`src/rtl/ads1115_pkg.sv`:
```
// ads1115_pkg
// Shared definitions for the ADS1115 scan sequencer:
//   - register pointer constants (conversion / config)
//   - config register field positions and fixed field values
//   - sequencer state encoding
//   - cfg_word(): builds the single-shot config word for one channel
// Optional build macro: ADS1115_OS_POLL_EN adds the POLL_OS state.
package ads1115_pkg;

  localparam logic [7:0] PTR_CONV = 8'h00;
  localparam logic [7:0] PTR_CFG  = 8'h01;

  localparam int CFG_OS_BIT   = 15;
  localparam int CFG_MUX_LSB  = 12;
  localparam int CFG_PGA_LSB  = 9;
  localparam int CFG_MODE_BIT = 8;
  localparam int CFG_DR_LSB   = 5;
  localparam int CFG_COMP_LSB = 0;

  localparam logic       CFG_MODE_SINGLE = 1'b1;
  localparam logic [2:0] CFG_DR_128SPS   = 3'b100;
  localparam logic [4:0] CFG_COMP_OFF    = 5'b00011;

  localparam int TIMER_W = 32;

  typedef enum logic [2:0] {
    ST_IDLE,
    ST_PICK,
    ST_WR_CFG,
    ST_WAIT_CONV,
    ST_RD_CONV,
    ST_STORE
`ifdef ADS1115_OS_POLL_EN
    , ST_POLL_OS
`endif
  } state_e;

  // Single-ended MUX codes are 1'b1 followed by the channel number, and
  // setting OS starts the single-shot conversion as the word is written.
  function automatic logic [15:0] cfg_word(input logic [1:0] ch, input logic [2:0] pga);
    logic [15:0] w;
    w = '0;
    w[CFG_OS_BIT]          = 1'b1;
    w[CFG_MUX_LSB +: 3]    = {1'b1, ch};
    w[CFG_PGA_LSB +: 3]    = pga;
    w[CFG_MODE_BIT]        = CFG_MODE_SINGLE;
    w[CFG_DR_LSB +: 3]     = CFG_DR_128SPS;
    w[CFG_COMP_LSB +: 5]   = CFG_COMP_OFF;
    return w;
  endfunction

endpackage

```
`src/rtl/ads1115_wait_timer.sv`:
```
// ads1115_wait_timer
// Loadable down-counter. start_i loads load_i; the count then falls by one
// per cycle and sticks at zero. expired_o is high while the count is zero.
// Ports:
//   clk_i, rst_ni   clock, asynchronous active-low reset
//   start_i         load strobe
//   load_i          value loaded on start_i
//   expired_o       count has reached zero
module ads1115_wait_timer
  import ads1115_pkg::*;
#(
  parameter int W = TIMER_W
) (
  input  logic         clk_i,
  input  logic         rst_ni,
  input  logic         start_i,
  input  logic [W-1:0] load_i,
  output logic         expired_o
);

  logic [W-1:0] cnt_q, cnt_d;

  always_comb begin
    cnt_d = cnt_q;
    if (start_i) begin
      cnt_d = load_i;
    end else if (cnt_q != '0) begin
      cnt_d = cnt_q - W'(1);
    end
  end

  always_ff @(posedge clk_i or negedge rst_ni) begin
    if (!rst_ni) begin
      cnt_q <= '0;
    end else begin
      cnt_q <= cnt_d;
    end
  end

  assign expired_o = (cnt_q == '0);

endmodule

```
`src/rtl/ads1115_scan_sequencer.sv`:
```
// ads1115_scan_sequencer
// Round-robin scanner for ADS1115 single-ended channels AIN0-AIN3. For each
// enabled channel it writes a single-shot config word, waits for the
// conversion, reads the conversion register and strobes out the result.
// NACKed transactions are re-issued up to MAX_RETRIES times; a channel that
// still fails sets the sticky err flag and is skipped.
// Optional build macro: ADS1115_OS_POLL_EN -- instead of one long fixed wait,
// the config register is polled every POLL_INTERVAL cycles until OS=1, giving
// up after POLL_LIMIT polls.
// Ports:
//   system_clock, reset_n        clock, asynchronous active-low reset
//   enable, ch_mask, pga         scan control from the application
//   txn_*                        transaction interface to the I2C master
//   sample_valid/ch/data         result strobe, channel and signed value
//   busy, err, err_ch            status
module ads1115_scan_sequencer
  import ads1115_pkg::*;
#(
  parameter logic [6:0] I2C_ADDR         = 7'h48,
  parameter int         CONV_WAIT_CYCLES = 400000,
  parameter int         MAX_RETRIES      = 3
`ifdef ADS1115_OS_POLL_EN
  , parameter int       POLL_INTERVAL    = 5000,
  parameter int         POLL_LIMIT       = 200
`endif
) (
  input  logic        system_clock,
  input  logic        reset_n,
  input  logic        enable,
  input  logic [3:0]  ch_mask,
  input  logic [2:0]  pga,
  output logic        txn_req,
  output logic        txn_rw,
  output logic [6:0]  txn_addr,
  output logic [7:0]  txn_ptr,
  output logic [15:0] txn_wdata,
  input  logic        txn_done,
  input  logic        txn_nack,
  input  logic [15:0] txn_rdata,
  output logic        sample_valid,
  output logic [1:0]  sample_ch,
  output logic [15:0] sample_data,
  output logic        busy,
  output logic        err,
  output logic [1:0]  err_ch
);

  localparam int RETRY_W = (MAX_RETRIES > 0) ? $clog2(MAX_RETRIES + 1) : 1;
  localparam logic [RETRY_W-1:0] RETRY_MAX = RETRY_W'(MAX_RETRIES);

  // The timer is loaded on the transition into WAIT_CONV and the exit is
  // decided in the cycle it reads zero; loading N-2 makes the request for the
  // following transaction rise exactly N cycles after the cycle following the
  // config done. Wait lengths below 2 are not supported.
`ifdef ADS1115_OS_POLL_EN
  localparam int POLL_W = $clog2(POLL_LIMIT + 1);
  localparam logic [POLL_W-1:0]  POLL_MAX  = POLL_W'(POLL_LIMIT);
  localparam logic [TIMER_W-1:0] WAIT_LOAD = TIMER_W'(POLL_INTERVAL - 2);
`else
  localparam logic [TIMER_W-1:0] WAIT_LOAD = TIMER_W'(CONV_WAIT_CYCLES - 2);
`endif

  state_e              state_q, state_d;
  logic [1:0]          last_ch_q, last_ch_d;
  logic [1:0]          ch_q, ch_d;
  logic [RETRY_W-1:0]  retry_q, retry_d;
  logic                txn_req_q, txn_req_d;
  logic                txn_rw_q, txn_rw_d;
  logic [7:0]          txn_ptr_q, txn_ptr_d;
  logic [15:0]         txn_wdata_q, txn_wdata_d;
  logic                sample_valid_q, sample_valid_d;
  logic [1:0]          sample_ch_q, sample_ch_d;
  logic [15:0]         sample_data_q, sample_data_d;
  logic                err_q, err_d;
  logic [1:0]          err_ch_q, err_ch_d;
`ifdef ADS1115_OS_POLL_EN
  logic [POLL_W-1:0]   poll_q, poll_d;
`endif
  logic                timer_start;
  logic                timer_expired;

  // First enabled channel strictly after 'last', wrapping 3 -> 0.
  function automatic logic [1:0] next_ch(input logic [1:0] last, input logic [3:0] mask);
    logic [1:0] c;
    logic [1:0] res;
    logic       found;
    res   = last;
    found = 1'b0;
    for (int i = 1; i <= 4; i++) begin
      c = last + 2'(i);
      if (!found && mask[c]) begin
        res   = c;
        found = 1'b1;
      end
    end
    return res;
  endfunction

  ads1115_wait_timer #(.W(TIMER_W)) u_wait_timer (
    .clk_i     (system_clock),
    .rst_ni    (reset_n),
    .start_i   (timer_start),
    .load_i    (WAIT_LOAD),
    .expired_o (timer_expired)
  );

  // Next-state logic. The transaction states share one request/retry path:
  // txn_req goes high the cycle after the state is entered (or after a NACK),
  // and falls together with the state exit once a done is accepted. Every
  // exit checks enable so a dropped enable returns to IDLE at the next exit.
  always_comb begin
    state_d        = state_q;
    last_ch_d      = last_ch_q;
    ch_d           = ch_q;
    retry_d        = retry_q;
    txn_req_d      = txn_req_q;
    txn_rw_d       = txn_rw_q;
    txn_ptr_d      = txn_ptr_q;
    txn_wdata_d    = txn_wdata_q;
    sample_valid_d = 1'b0;
    sample_ch_d    = sample_ch_q;
    sample_data_d  = sample_data_q;
    err_d          = err_q;
    err_ch_d       = err_ch_q;
`ifdef ADS1115_OS_POLL_EN
    poll_d         = poll_q;
`endif
    timer_start    = 1'b0;

    case (state_q)
      ST_IDLE: begin
        if (enable && (ch_mask != 4'b0000)) begin
          state_d = ST_PICK;
        end
      end

      ST_PICK: begin
        if (!enable || (ch_mask == 4'b0000)) begin
          state_d = ST_IDLE;
        end else begin
          ch_d        = next_ch(last_ch_q, ch_mask);
          last_ch_d   = ch_d;
          txn_rw_d    = 1'b0;
          txn_ptr_d   = PTR_CFG;
          txn_wdata_d = cfg_word(ch_d, pga);
          retry_d     = '0;
`ifdef ADS1115_OS_POLL_EN
          poll_d      = '0;
`endif
          state_d     = ST_WR_CFG;
        end
      end

`ifdef ADS1115_OS_POLL_EN
      ST_WR_CFG, ST_RD_CONV, ST_POLL_OS: begin
`else
      ST_WR_CFG, ST_RD_CONV: begin
`endif
        if (!txn_req_q) begin
          txn_req_d = 1'b1;
        end else if (txn_done) begin
          txn_req_d = 1'b0;
          if (txn_nack) begin
            if (retry_q < RETRY_MAX) begin
              retry_d = retry_q + RETRY_W'(1);
            end else begin
              retry_d  = '0;
              err_d    = 1'b1;
              err_ch_d = ch_q;
              state_d  = enable ? ST_PICK : ST_IDLE;
            end
          end else begin
            retry_d = '0;
            case (state_q)
              ST_WR_CFG: begin
                if (!enable) begin
                  state_d = ST_IDLE;
                end else begin
                  timer_start = 1'b1;
                  state_d     = ST_WAIT_CONV;
                end
              end
              ST_RD_CONV: begin
                if (!enable) begin
                  state_d = ST_IDLE;
                end else begin
                  sample_valid_d = 1'b1;
                  sample_ch_d    = ch_q;
                  sample_data_d  = txn_rdata;
                  state_d        = ST_STORE;
                end
              end
`ifdef ADS1115_OS_POLL_EN
              ST_POLL_OS: begin
                if (txn_rdata[CFG_OS_BIT]) begin
                  if (!enable) begin
                    state_d = ST_IDLE;
                  end else begin
                    txn_rw_d  = 1'b1;
                    txn_ptr_d = PTR_CONV;
                    state_d   = ST_RD_CONV;
                  end
                end else begin
                  poll_d = poll_q + POLL_W'(1);
                  if (poll_d == POLL_MAX) begin
                    err_d    = 1'b1;
                    err_ch_d = ch_q;
                    state_d  = enable ? ST_PICK : ST_IDLE;
                  end else if (!enable) begin
                    state_d = ST_IDLE;
                  end else begin
                    timer_start = 1'b1;
                    state_d     = ST_WAIT_CONV;
                  end
                end
              end
`endif
              default: begin
                state_d = ST_IDLE;
              end
            endcase
          end
        end
      end

      ST_WAIT_CONV: begin
        if (timer_expired) begin
          if (!enable) begin
            state_d = ST_IDLE;
          end else begin
            txn_rw_d = 1'b1;
`ifdef ADS1115_OS_POLL_EN
            txn_ptr_d = PTR_CFG;
            state_d   = ST_POLL_OS;
`else
            txn_ptr_d = PTR_CONV;
            state_d   = ST_RD_CONV;
`endif
          end
        end
      end

      ST_STORE: begin
        state_d = enable ? ST_PICK : ST_IDLE;
      end

      default: begin
        state_d = ST_IDLE;
      end
    endcase
  end

  // State and output registers; reset drops txn_req immediately.
  always_ff @(posedge system_clock or negedge reset_n) begin
    if (!reset_n) begin
      state_q        <= ST_IDLE;
      last_ch_q      <= 2'd3;
      ch_q           <= 2'd0;
      retry_q        <= '0;
      txn_req_q      <= 1'b0;
      txn_rw_q       <= 1'b0;
      txn_ptr_q      <= 8'h00;
      txn_wdata_q    <= 16'h0000;
      sample_valid_q <= 1'b0;
      sample_ch_q    <= 2'd0;
      sample_data_q  <= 16'h0000;
      err_q          <= 1'b0;
      err_ch_q       <= 2'd0;
`ifdef ADS1115_OS_POLL_EN
      poll_q         <= '0;
`endif
    end else begin
      state_q        <= state_d;
      last_ch_q      <= last_ch_d;
      ch_q           <= ch_d;
      retry_q        <= retry_d;
      txn_req_q      <= txn_req_d;
      txn_rw_q       <= txn_rw_d;
      txn_ptr_q      <= txn_ptr_d;
      txn_wdata_q    <= txn_wdata_d;
      sample_valid_q <= sample_valid_d;
      sample_ch_q    <= sample_ch_d;
      sample_data_q  <= sample_data_d;
      err_q          <= err_d;
      err_ch_q       <= err_ch_d;
`ifdef ADS1115_OS_POLL_EN
      poll_q         <= poll_d;
`endif
    end
  end

  assign txn_req      = txn_req_q;
  assign txn_rw       = txn_rw_q;
  assign txn_addr     = I2C_ADDR;
  assign txn_ptr      = txn_ptr_q;
  assign txn_wdata    = txn_wdata_q;
  assign sample_valid = sample_valid_q;
  assign sample_ch    = sample_ch_q;
  assign sample_data  = sample_data_q;
  assign busy         = (state_q != ST_IDLE);
  assign err          = err_q;
  assign err_ch       = err_ch_q;

endmodule

```
`config.mk`:
```
export PLATFORM = sky130hd
export DESIGN_NAME = ads1115_scan_sequencer
export DESIGN_NICKNAME = d
export VERILOG_FILES = /design/src/rtl/ads1115_pkg.sv /design/src/rtl/ads1115_wait_timer.sv /design/src/rtl/ads1115_scan_sequencer.sv
export SDC_FILE = /design/constraint.sdc
export NUM_CORES = 1
export LEC_CHECK = 0
export ABC_AREA = 1
export BUFFER_PORTS_ARGS = -buffer_cell sky130_fd_sc_hd__buf_2
export CAP_MARGIN = 30
export CELL_PAD_IN_SITES_DETAIL_PLACEMENT = 1
export CELL_PAD_IN_SITES_GLOBAL_PLACEMENT = 2
export CORE_ASPECT_RATIO = 0.7
export CORE_UTILIZATION = 33
export CTS_BUF_LIST = sky130_fd_sc_hd__clkbuf_8 sky130_fd_sc_hd__clkbuf_16
export CTS_CLUSTER_DIAMETER = 150
export DETAILED_ROUTE_END_ITERATION = 6
export PLACE_DENSITY_LB_ADDON = 0.2
export SLEW_MARGIN = 20
export SYNTH_ARGS = -nofsm -noshare
export SYNTH_HDL_FRONTEND = slang
export SYNTH_SLANG_ARGS = --single-unit
export TNS_END_PERCENT = 5
```
`constraint.sdc`:
```
create_clock -name system_clock -period 4.3 [get_ports system_clock]
set_input_delay 0.215 -clock system_clock [delete_from_list [all_inputs] [get_ports system_clock]]
set_output_delay 0.215 -clock system_clock [all_outputs]
set_load 0.01 [all_outputs]
```
# == Yosys cells after proc, flatten, opt, wreduce, memory -nomap -nowiden ==
# Cells that the tools add are included.
# op_classes
bitwise,3
n_lt_le_gt_ge,5
muxes,63
reduce_logical,25
add_sub_neg,5
eq_ne,12
# op_table
cell,count
$mux 32,2
$logic_not 32->1,1
$reduce_bool 32->1,1
$sub 32x1->32 const B,1
$mux 1,30
$mux 3,8
$mux 8,3
$mux 2,11
$pmux 8 s2,1
$pmux 3 s5,1
$lt 2x3->1 const B,4
$ne 2x2->1 const B,6
$reduce_and 5->1,2
$bmux 1 s2,4
$reduce_and 4->1,2
$eq 3x2->1 const B,2
$eq 3x3->1 const B,2
$pmux 3 s2,1
$reduce_and 6->1,1
$reduce_bool 2->1,3
$add 2x1->2 const B,2
$add 2x2->2 const B,2
$logic_and 1x1->1,4
$logic_not 1->1,4
other kinds (13),15
# totals
ff_bits,83
input_bits,28
output_inout_bits,56
word_cells,127

# == Logic depth before layout (Yosys ltp) ==
# logic_depth
depth_word,19
mapped_depth,12
ltp_nobuf,11

# == Cells and area by module ==
# Synthesis repeated with hierarchy kept, for this count alone.
# hier_totals
cells_unflattened,599
area_unflattened_um2,4270.3
# by_module_without_submodules
mod,cells_each,n_inst,area_per_inst_um2,seq_area_each_um2
ads1115_wait_timer,353,1,2299.7,800.8
ads1115_scan_sequencer,246,1,1970.6,953.4

# == Least setup slack after synthesis ==
# No wires, ideal clock.
# synth_path
path_type,reg2reg
startpoint,reg u_wait_timer.cnt_q[0]
endpoint,reg u_wait_timer.cnt_q[10]
path_buffers,1
required_ps,4179
setup_time_ps,121
synth_period_minus_slack_ps,1607
t_arrival_ps,1485
path_stages_with_launch,9
path_slack_ps,2693
cell_sequence,dfrtp_1 > inv_1 > ha_1 > nand2_4 > nor2_8 > nand4_4 > nor2_8 > buf_12 > nor3_2
# synth_between
elab_chain_cells,3
word_cells_on_any_way,5
cone_classes,add/sub: 1; mux: 2; reduce/logical: 2
# synth_lines
item,line,source
"start, declared",ads1115_wait_timer.sv:21,"logic [W-1:0] cnt_q, cnt_d;"
"start signal, assigned",ads1115_wait_timer.sv:36,cnt_q <= cnt_d;
$sub 32x1->32,ads1115_wait_timer.sv:28,cnt_d = cnt_q - W'(1);
$mux 32,ads1115_wait_timer.sv:27,end else if (cnt_q != '0) begin
$mux 32,ads1115_wait_timer.sv:25,if (start_i) begin
# Several ways; a longest one is shown, not always the timed one. The select of a mux whose other input is x is not followed.
# A chain may end at the register's enable or synchronous reset.

# == Worst setup path after layout ==
# layout_path
startpoint,reg u_wait_timer.cnt_q[0]
endpoint,reg u_wait_timer.cnt_q[1]
# Same word-level chain as after synthesis.

==> impl_results.md <==
- Status: finished clean
- Net Switching: roughly 1.2 mW
- Synth top cells by count: 199 x nand2_1, 68 x dfrtp_1, 63 x nor2_1, 57 x inv_1, 41 x nand3_1
- Fraction of layout cells with a size suffix above 1: around a fifth
- Hold Path Class: in2reg
- I/O pin total: 84
- Top-count cell post-synth: nand2_1
- Via Count: 3703
- # diodes: 0
- Largest net degree at the start of global routing: 41
- Top Family by Delay on Critical Path: simple AND/OR/NAND/NOR gates
- PortBufs: 64
- Maxcap violations: 0
- Crit path max fanout: 24
- Reg-to-reg endpoint: u_wait_timer.cnt_q[1]
- Die area: 13000 µm²
- Fillers: between 1500 and 2000
- Drt drc: 0
- Worst-margin pin slew: a little over 0.6 ns
- Layout Utilization: between 40 and 50%
- Comb pwr share: 37.6%
- Worst-case clock buffer depth: 2
- Synthesized flop and latch total: 70
- Worst Hold Depth: 3
- Worst path required time: approximately 4.5 ns
- Ys flop type: dfrtp_1
- Syn_area_per_cell: around 7.3 µm²
- Finished Layout Cells: ~790
- Number of buffers created by CTS: 9
- Cell area after synthesis: ~4100 µm²
- Unrepaired setup endpoints after global routing: no
- Clock tree from TritonCTS: done
- Fin. Hold Viols: 0
- Synth area leader: dfrtp_1
- Minimum clock period: ~2.1 ns
- H-tree depth: 3
- Sequential-to-total area share from yosys stat: a little over two fifths
- Chip height: 95.7 µm
- Core area: about 12000 µm²
- Max rail drop VDD: roughly 0.22 mV
- Site Rows: 33
- Worst setup path class: reg2reg
- Placed Cells: around 770
- Clk slew on worst S/H paths: 0.06 ns
- Vias in the first global route: approximately 3800
- Critical R2R Launch: u_wait_timer.cnt_q[0]
- Post-CTS Resized: 0
- Post-Layout Inst Area: a little under 5000 µm²
- Crit path buffers/inverters: 2
- R2r setup slk: around 2.2 ns
- Worst skew pair latency: 0.33 ns
- Crit. End Element: flop
- TNS Setup: 0 ns
- Avg Vias per Cell: 4.71
- Initial DRC Count: ~140
- Sequential share of power: 35.9%
- Synth top area cells: dfrtp_1 41%, nand2_1 18%, nor2_1 5.7%
- Nets: roughly 660
- Pins Over Slew Limit: 0
- Worst-path cell chain: inv_1 -> ha_1 -> nand2_4 -> nor2_8 -> nand4_4 -> nor2_8 -> inv_1 -> nand2_1 -> nand2_1
- First-pass GRT wire length: between 15000 and 20000 µm
- Switch share: a little over 40%
- Post-DP HPWL: slightly below 9000 µm
- Drt wl/cell: around 15 µm
- Crit share post-route: 49.9%
- Synthesis warning total: 0
- Hold_sp: pga[2]
- Remaining global-route overflow: 0
- Reg2Reg Depth: 9
- Hold-fix buffers, CTS: 0
- CTS Root Cell: clkbuf_16
- Post-Synthesis Cells: roughly 560
- Initial DRT Pass Iterations: 4
- Clock Sinks: 70
- DP Area: around 4500 µm²
- Final setup fails: 0
- Die W: 136 µm
- WP data arrival: ~2.4 ns
- Initial antenna violation count: 0
- Leak pwr: between 2 and 3 nW
- Post-synth EDFFs: 0
- Post-synthesis cell type count: 36
- Gp weighted congestion: ~0.8
- Area Overhead vs Synth: 16.1%
- Max Freq: roughly 470 MHz
- Initial Util: around a third
- Critical path's largest stage delay: 0.47 ns
- Pint: ~1.7 mW
- Hold Path Sink: txn_wdata[11]
- Clk pwr share: 26.5%
- Clock skew: approximately 0.0097 ns
- GRT Overall Usage: between 10% and 20%
- Setup bufs post-CTS: 0
- Final WL: between 10000 and 15000 µm
- Async S/R FF share, synth: between 90% and 100%
- PD cells: between 600 and 700 nW/µm²
- Startpoint Class: flop
- Worst rel slew slack: around three fifths
- Critical-path top delay cell: nor2_8
- Routed Antenna Nets: 0
- Yosys top cell area share: 41.1%
==> layer usage <==
layer | track usage (%) | share of wire (%)
met1 | 28.0 | 53
met2 | 28.1 | 40
met3 | 4.36 | 5.1
met4 | 5.99 | 1.1
met5 | 0 | 0
==> area by class of cell <==
type | count | area [µm²] | area share (%)
timing repair buffer | 68 | 365 | 7.61
clock buffer | 11 | 253 | 5.26
sequential | 70 | 1750 | 36.5
multi-input combinational | 417 | 1960 | 40.7
inverter | 59 | 221 | 4.61
tap | 157 | 196 | 4.09
clock inverter | 5 | 57.6 | 1.20
==> state kept, by name (all words and copies together) (netlist names), 2 cells and up <==
register / count
sample_data: 16
retry_q: 2
err_ch: 2
u_wait_timer.cnt_q: 32
state_q: 3
sample_ch: 2
txn_wdata: 5
last_ch_q: 2
==> power groups by stage <==
stage,sequential (mW),combinational (mW),clock (mW)
finish,1.04,1.09,0.770
global route,1.07,1.26,0.811
CTS,1.04,1.10,0.795
detailed placement,1.05,1.09,0
global placement,1.04,1.07,0
floorplan,1.02,0.778,0
==> worst max path at each step <==
stage	slack (ns)	startpoint	to	cells after the start
after CTS	2.10	state_q[1]	u_wait_timer.cnt_q[1]	11
after detailed placement	2.13	state_q[1]	u_wait_timer.cnt_q[1]	11
after global routing	1.95	state_q[1]	u_wait_timer.cnt_q[17]	11
after global placement	2.18	state_q[1]	u_wait_timer.cnt_q[17]	11
after floorplan	2.69	u_wait_timer.cnt_q[0]	u_wait_timer.cnt_q[10]	8
final	2.15	u_wait_timer.cnt_q[0]	u_wait_timer.cnt_q[1]	9
==> worst min-delay path: cells and delay by family <==
kind                   cells  cell delay, ns
buffers and inverters      1            0.07
AND/OR/NAND/NOR            2            0.08
==> through the flow <==
step                      total power [mW]  hold WS (ns)  setup slack (ns)
final                                 2.90        0.0769              2.15
after global routing                  3.15        0.0830              1.95
after CTS                             2.94        0.0544              2.10
after detailed placement              2.15         0.419              2.13
after global placement                2.12         0.406              2.18
after floorplan                       1.80       -0.0806              2.69
==> cells by family (layout without fill, tap and decap cells) <==
logic type | after synthesis | in the layout | synth area share [%]
XOR/XNOR | 11 | 11 | 2.33
adder cells (fa/ha/maj) | 2 | 2 | 0.605
AO/OA/AOI/OAI | 28 | 28 | 3.78
other | 2 | 19 | 0.182
buffers and inverters | 94 | 143 | 11.9
flip-flops | 70 | 70 | 42.4
AND/OR/NAND/NOR | 357 | 357 | 38.8
==> placed cells by master, fill, tap and decap left out, types with 3 or more instances in the layout <==
| master | instances |
|---|---|
| nand2_1 | 199 |
| dfrtp_1 | 68 |
| buf_2 | 64 |
| nor2_1 | 63 |
| inv_1 | 58 |
| nand3_1 | 41 |
| nor2_2 | 22 |
| conb_1 | 19 |
| nand4_1 | 12 |
| o21ai_0 | 12 |
| xor2_1 | 10 |
| clkbuf_16 | 9 |
| a21oi_1 | 6 |
| nor3_2 | 5 |
| o21ai_1 | 3 |
| nor3_1 | 3 |
Power figures use the tool's default switching activity.
